File: src/rtl/branch_predict_if.sv
// branch_predict_if: fetch lookup, EX resolve/train and statistics signals of branch_predict_unit
// master drives lookups, resolved-branch info and stat_clear; slave returns prediction, outcome, flush and counts
interface branch_predict_if #(
    parameter int PC_WIDTH    = 32,
    parameter int COUNT_WIDTH = 16
);
    logic                   if_valid;
    logic [PC_WIDTH-1:0]    if_pc;
    logic                   predict_taken;
    logic                   ex_valid;
    logic [2:0]             ex_branch;
    logic                   ex_zero;
    logic                   ex_sign;
    logic [PC_WIDTH-1:0]    ex_pc;
    logic                   ex_predicted;
    logic                   taken;
    logic                   mispredict;
    logic                   flush;
    logic                   stat_clear;
    logic [COUNT_WIDTH-1:0] branch_count;
    logic [COUNT_WIDTH-1:0] miss_count;
    modport master (
        output if_valid, if_pc, ex_valid, ex_branch, ex_zero, ex_sign, ex_pc, ex_predicted, stat_clear,
        input  predict_taken, taken, mispredict, flush, branch_count, miss_count
    );
    modport slave (
        input  if_valid, if_pc, ex_valid, ex_branch, ex_zero, ex_sign, ex_pc, ex_predicted, stat_clear,
        output predict_taken, taken, mispredict, flush, branch_count, miss_count
    );
endinterface

File: src/rtl/branch_predict_unit.sv
// branch_predict_unit: resolves MIPS conditional branches in EX, flags mispredicts and trains a 2-bit counter table for IF
// ports: clock, reset (async, active-high), bus (branch_predict_if.slave: lookup, resolve, flush, statistics)
module branch_predict_unit #(
    parameter int         PC_WIDTH    = 32,
    parameter int         INDEX_BITS  = 6,
    parameter logic [1:0] INIT_STATE  = 2'b01,
    parameter int         COUNT_WIDTH = 16
) (
    input logic             clock,
    input logic             reset,
    branch_predict_if.slave bus
);
    localparam int ENTRIES = 2 ** INDEX_BITS;
    logic [1:0]             pht [ENTRIES];
    logic [INDEX_BITS-1:0]  if_idx, ex_idx;
    logic                   is_branch, cond;
    logic [1:0]             cur, nxt;
    logic [COUNT_WIDTH-1:0] branch_q, miss_q;
    logic                   flush_q;
    assign if_idx    = bus.if_pc[INDEX_BITS+1:2];
    assign ex_idx    = bus.ex_pc[INDEX_BITS+1:2];
    assign is_branch = bus.ex_valid & (bus.ex_branch != 3'b000) & (bus.ex_branch != 3'b010);
    always_comb begin
        cond = bus.ex_branch == 3'b001 ? !bus.ex_zero :
               bus.ex_branch == 3'b011 ? bus.ex_zero :
               bus.ex_branch == 3'b100 ? bus.ex_sign | bus.ex_zero :
               bus.ex_branch == 3'b101 ? !bus.ex_sign & !bus.ex_zero :
               bus.ex_branch == 3'b110 ? bus.ex_sign :
               bus.ex_branch == 3'b111 ? !bus.ex_sign : 1'b0;
        cur  = pht[ex_idx];
        nxt  = bus.taken ? (cur == 2'b11 ? cur : cur + 2'd1) : (cur == 2'b00 ? cur : cur - 2'd1);
    end
    assign bus.taken         = is_branch & cond;
    assign bus.mispredict    = is_branch & (bus.taken != bus.ex_predicted);
    assign bus.predict_taken = bus.if_valid & pht[if_idx][1];
    assign bus.flush         = flush_q;
    assign bus.branch_count  = branch_q;
    assign bus.miss_count    = miss_q;
    always_ff @(posedge clock or posedge reset) begin
        if (reset) begin
            for (int i = 0; i < ENTRIES; i++) pht[i] <= INIT_STATE;
        end else if (is_branch) begin
            pht[ex_idx] <= nxt;
        end
    end
    always_ff @(posedge clock or posedge reset) begin
        if (reset) begin
            flush_q  <= 1'b0;
            branch_q <= '0;
            miss_q   <= '0;
        end else begin
            flush_q  <= bus.mispredict;
            branch_q <= bus.stat_clear ? '0 : (is_branch && !(&branch_q)) ? branch_q + 1'b1 : branch_q;
            miss_q   <= bus.stat_clear ? '0 : (bus.mispredict && !(&miss_q)) ? miss_q + 1'b1 : miss_q;
        end
    end
endmodule

File: src/flat_wrapper.sv
// flat-port wrapper written by rule: the top's interface ports become plain ports
module branch_predict_unit_flat 
#(
    parameter int         PC_WIDTH    = 32,
    parameter int         INDEX_BITS  = 6,
    parameter logic [1:0] INIT_STATE  = 2'b01,
    parameter int         COUNT_WIDTH = 16
)
  (clock, reset, bus_if_valid, bus_if_pc, bus_ex_valid, bus_ex_branch, bus_ex_zero, bus_ex_sign, bus_ex_pc, bus_ex_predicted, bus_stat_clear, bus_predict_taken, bus_taken, bus_mispredict, bus_flush, bus_branch_count, bus_miss_count);
  branch_predict_if #(.PC_WIDTH(PC_WIDTH), .COUNT_WIDTH(COUNT_WIDTH)) bus_i ();
  input logic clock;
  input logic reset;
  input wire logic [$bits(bus_i.if_valid)-1:0] bus_if_valid;
  input wire logic [$bits(bus_i.if_pc)-1:0] bus_if_pc;
  input wire logic [$bits(bus_i.ex_valid)-1:0] bus_ex_valid;
  input wire logic [$bits(bus_i.ex_branch)-1:0] bus_ex_branch;
  input wire logic [$bits(bus_i.ex_zero)-1:0] bus_ex_zero;
  input wire logic [$bits(bus_i.ex_sign)-1:0] bus_ex_sign;
  input wire logic [$bits(bus_i.ex_pc)-1:0] bus_ex_pc;
  input wire logic [$bits(bus_i.ex_predicted)-1:0] bus_ex_predicted;
  input wire logic [$bits(bus_i.stat_clear)-1:0] bus_stat_clear;
  output wire logic [$bits(bus_i.predict_taken)-1:0] bus_predict_taken;
  output wire logic [$bits(bus_i.taken)-1:0] bus_taken;
  output wire logic [$bits(bus_i.mispredict)-1:0] bus_mispredict;
  output wire logic [$bits(bus_i.flush)-1:0] bus_flush;
  output wire logic [$bits(bus_i.branch_count)-1:0] bus_branch_count;
  output wire logic [$bits(bus_i.miss_count)-1:0] bus_miss_count;
  assign bus_i.if_valid = bus_if_valid;
  assign bus_i.if_pc = bus_if_pc;
  assign bus_i.ex_valid = bus_ex_valid;
  assign bus_i.ex_branch = bus_ex_branch;
  assign bus_i.ex_zero = bus_ex_zero;
  assign bus_i.ex_sign = bus_ex_sign;
  assign bus_i.ex_pc = bus_ex_pc;
  assign bus_i.ex_predicted = bus_ex_predicted;
  assign bus_i.stat_clear = bus_stat_clear;
  assign bus_predict_taken = bus_i.predict_taken;
  assign bus_taken = bus_i.taken;
  assign bus_mispredict = bus_i.mispredict;
  assign bus_flush = bus_i.flush;
  assign bus_branch_count = bus_i.branch_count;
  assign bus_miss_count = bus_i.miss_count;
  branch_predict_unit #(.PC_WIDTH(PC_WIDTH), .INDEX_BITS(INDEX_BITS), .INIT_STATE(INIT_STATE), .COUNT_WIDTH(COUNT_WIDTH)) u_core (.clock(clock), .reset(reset), .bus(bus_i));
endmodule
File: config.mk
export PLATFORM = sky130hd
export DESIGN_NAME = branch_predict_unit_flat
export DESIGN_NICKNAME = d
export VERILOG_FILES = /design/src/rtl/branch_predict_if.sv /design/src/rtl/branch_predict_unit.sv /design/src/flat_wrapper.sv
export SDC_FILE = /design/constraint.sdc
export NUM_CORES = 1
export LEC_CHECK = 0
export CAP_MARGIN = 10
export CORE_MARGIN = 2
export CORE_UTILIZATION = 55
export CTS_CLUSTER_SIZE = 8
export DETAILED_ROUTE_END_ITERATION = 10
export GPL_ROUTABILITY_DRIVEN = 0
export GPL_TIMING_DRIVEN = 0
export PLACE_DENSITY = 0.84
export SYNTH_ARGS = -nofsm -noshare
export SYNTH_HDL_FRONTEND = slang
export SYNTH_SLANG_ARGS = --single-unit
File: constraint.sdc
create_clock -name clock -period 7.36 [get_ports clock]
set_input_delay 0.736 -clock clock [delete_from_list [all_inputs] [get_ports clock]]
set_output_delay 0.736 -clock clock [all_outputs]
set_load 0.05 [all_outputs]
==> results of run 1 <==
## registers in the layout (all words and copies together) (netlist names)
| register | cells |
|---|---|
| u_core.pht | 128 |
| u_core.bus.branch_count | 16 |
| u_core.bus.miss_count | 16 |
| u_core.bus.flush | 1 |
## cell families after synthesis
kind of cell | Yosys count | share of synthesized area
and+or+nand+nor | 264 | 0.140
DFF | 161 | 0.474
AOI/OAI and AO/OA | 147 | 0.109
muxes | 128 | 0.205
buffers and inverters | 56 | 0.0430
xor gates and xnor gates | 23 | 0.0232
adders and majority gates | 4 | 0.00606
## routing by layer
| metal | up-vias | global-route usage | part of all wire |
|---|---|---|---|
| li1 | 3020 | - | - |
| met5 | - | 0 | 0 |
| met3 | 78 | 0.0776 | 0.083 |
| met4 | 0 | 0.135 | 0.046 |
| met2 | 337 | 0.440 | 0.47 |
| met1 | 3354 | 0.369 | 0.40 |
## power by group
group | total [W] | internal (W) | leakage (nW) | switching (W)
combinational | 0.000292 | 0.000126 | 1.74 | 0.000166
sequential | 0.00101 | 0.000976 | 2.01 | 0.0000384
clock | 0.000814 | 0.000435 | 0.258 | 0.000379
total | 0.00212 | 0.00154 | 4.01 | 0.000583
## cell type report
| cell class | count | area [µm²] | area share |
|---|---|---|---|
| Inverter | 10 | 42.5 | 0.00424 |
| Sequential cell | 161 | 4110 | 0.409 |
| Buffer | 46 | 335 | 0.0334 |
| Multi-Input combinational cell | 566 | 4190 | 0.417 |
| Tap cell | 211 | 264 | 0.0263 |
| Clock buffer | 18 | 429 | 0.0427 |
| Clock inverter | 14 | 108 | 0.0107 |
| Timing Repair Buffer | 55 | 568 | 0.0566 |
## worst max-delay path: stages
cell	delay (ns)
buf_1	0.40
clkbuf_1	0.66
mux4_2	0.45
mux4_2	0.50
mux4_2	0.48
and2_1	0.17
clkdlybuf4s50_1	0.69
## through the flow
step	cell area [µm²]	util	hold WS, ns	total power [W]	setup WS [ns]
after floorplan	8670	-	0.458	0.00122	2.38
after global placement	9470	0.619	0.476	0.00130	0.242
after detailed placement	9510	0.621	0.489	0.00132	2.55
after CTS	10000	0.656	0.505	0.00212	2.56
after global routing	10000	0.656	0.522	0.00219	2.48
final	10000	0.656	0.510	0.00212	2.52
## how the worst max path moves through the flow
| stage | end | slack, ns | cells past startpoint |
|---|---|---|---|
| 2_1_floorplan | u_core.bus.branch_count[0]$_DFFE_PP0P_ | 2.38 | 1 |
| 3_3_place_gp | u_core.pht[87]$_DFFE_PP0P_ | 0.24 | 2 |
| 3_5_place_dp | bus_predict_taken | 2.55 | 7 |
| 4_1_cts | bus_predict_taken | 2.56 | 7 |
| 5_1_grt | bus_predict_taken | 2.48 | 7 |
| 6_report | bus_predict_taken | 2.52 | 7 |
## cell usage in the layout, fill, tap and decap left out, drive strengths merged, types with 6 or more instances in the layout
master and n:
nand2 128, dfrtp 97, o21ai 80, mux2 65, dfstp 64, clkdlybuf4s50 54
nor2 54, buf 34, mux4 32, mux2i 31, clkbuf 31, nand3 16
o31ai 15, inv 15, xnor2 14, o22ai 12, a21oi 12, or3 10
xor2 9, nor3 9, nand4 7, and3 7, nor4 6, clkinv 6
==> impl_metrics.py, run 1 <==
metrics = {
    "logic_synthesis": {
        "yosysTopAreaCell": "dfrtp_1",
        "synth_edf_count": 0,
        "synth_top_area_share": 0.280,
        "synth_area_um2": 8670,
        "synth.ff_latch_count": 161,
        "synthTopCellsByArea": "dfrtp_1 (28%), dfstp_2 (19%), mux2_2 (8.4%)",
        "synthArstFlopShare": 1.00,
        "synth_seq_area_share": 0.474,
        "synth_common_cells": "nand2_1 (128), dfrtp_1 (97), o21ai_0 (66)",
        "syn_nets": 860,
        "yosys.cell_types.count": 61,
        "ys_warn_count": 0,
        "syn_inst": 783,
        "yosys_most_used_dff": "dfrtp_1",
        "syn_area_per_cell_um2": 11.1,
        "yosysMostFrequentCell": "nand2_1",
    },
    "finish": {
        "instances_no_fill": 1081,
        "n_antenna_cell": 0,
        "layout.nets": 934,
        "areaGrowthSynthToFinish_pct": 15.8,
        "drive_gt1_frac": 0.276,
        "fill_cells": 1143,
    },
    "sta": {
        "worst_slew_pin_slew_ns": 1.05,
        "rsz0062_at_grt": "no",
        "setup_viol": 0,
        "slew_headroom": 0.300,
        "tns_ns": 0,
        "skew_ns": 0.00950,
        "hold_viol": 0,
        "fin_crit_sh": 0.658,
        "maxSlewViolCount": 0,
        "clock.fmax_mhz": 206,
        "layout_min_cycle_time_ns": 4.84,
    },
    "pwr": {
        "p_per_area_nw_per_um2": 211,
        "leakage_nw": 4.01,
        "peakVddDrop_uv": 183,
    },
    "place": {
        "dp_hpwl_um": 15700,
        "dpl.cell_count": 1049,
        "portBuffers": 54,
    },
    "worst_hold_path": {
        "hold-path-cell-count": 2,
        "worst_hold_path.endpoint": "u_core.pht[125]$_DFFE_PP0P_",
        "hp-class": "flop to flop",
        "worstHoldStart": "u_core.pht[125]$_DFFE_PP0P_",
    },
    "routing": {
        "wire_per_inst_um": 20.9,
        "ant_nets": 0,
        "viasPerCell": 6.28,
        "drc": 0,
        "drtPass1Iterations": 6,
        "initialDrtViolationCount": 716,
        "drt-total-wl_um": 22600,
        "vias": 6789,
    },
    "die": {
        "core_area_um2": 15300,
        "die_area_um2": 16800,
        "die_y_um": 130,
        "io_pins": 111,
        "rows": 45,
        "initial_core_util": 0.566,
        "die_w_um": 130,
    },
    "global_route": {
        "grt_max_degree": 105,
        "grt_use_total": 0.282,
        "grt-ovfl-total": 0,
        "antenna_found_initial": 0,
        "grt_pass1_vias": 6663,
        "grt_pass1_wl_um": 35700,
    },
    "cts": {
        "htreeDepth": 4,
        "cts_tree": "built",
        "cts_buffers": 17,
        "hold_buffers": 0,
        "clock_latency_ns": 0.44,
        "cts_root_buf": "clkbuf_16",
        "clock_sinks": 161,
        "cts_resized": 0,
        "post_cts_buffers": 0,
        "path_clk_slew_ns": 0.06,
        "clk_path_buf_depth": 2,
    },
    "worst_setup_path": {
        "rr_worst_depth": 8,
        "r2r_slack_ns": 4.81,
        "worst_setup_path_end_kind": "output pin",
        "worstSetupStartpointType": "primary input",
        "path_max_fanout": 10,
        "critical_path_class": "primary input to output pin",
        "crit_required_ns": 6.62,
        "r2r_end": "u_core.pht[61]$_DFFE_PP0P_",
        "critPathArrivalTime_ns": 4.11,
        "crit_start": "bus_if_pc[3]",
        "worstReg2RegStart": "u_core.pht[88]$_DFFE_PP1P_",
    },
    "flow_run": {
        "maxCapViolations": 0,
    },
    "run_status": {
        "status": "complete, no violations",
    },
}
Power figures use the tool's default switching activity.
==> run 2: changes to the inputs <==
- clock period: 7.36 -> 4.98 ns (I/O delays scaled with it)
==> results of run 2 <==
The final DEF is identical to that of run 1. Status: complete, no violations.
Main changes from that run: setup slack after placement 2.55 ns -> 0.649 ns; setup slack after layout 2.52 ns -> 0.612 ns; hold slack 0.510 ns -> 0.493 ns; register-to-register setup slack 4.81 ns -> 2.43 ns; total power 0.00212 W -> 0.00313 W; worst IR drop on VDD 183 µV -> 270 µV
==> run 3: changes to the inputs <==
- TNS_END_PERCENT: default -> 30
==> results of run 3 <==
The final DEF is identical to that of run 1. Status: complete, no violations.
Main changes from that run: setup slack after placement 2.55 ns -> 0.649 ns; setup slack after layout 2.52 ns -> 0.612 ns; hold slack 0.510 ns -> 0.493 ns; register-to-register setup slack 4.81 ns -> 2.43 ns; total power 0.00212 W -> 0.00313 W; worst IR drop on VDD 183 µV -> 270 µV
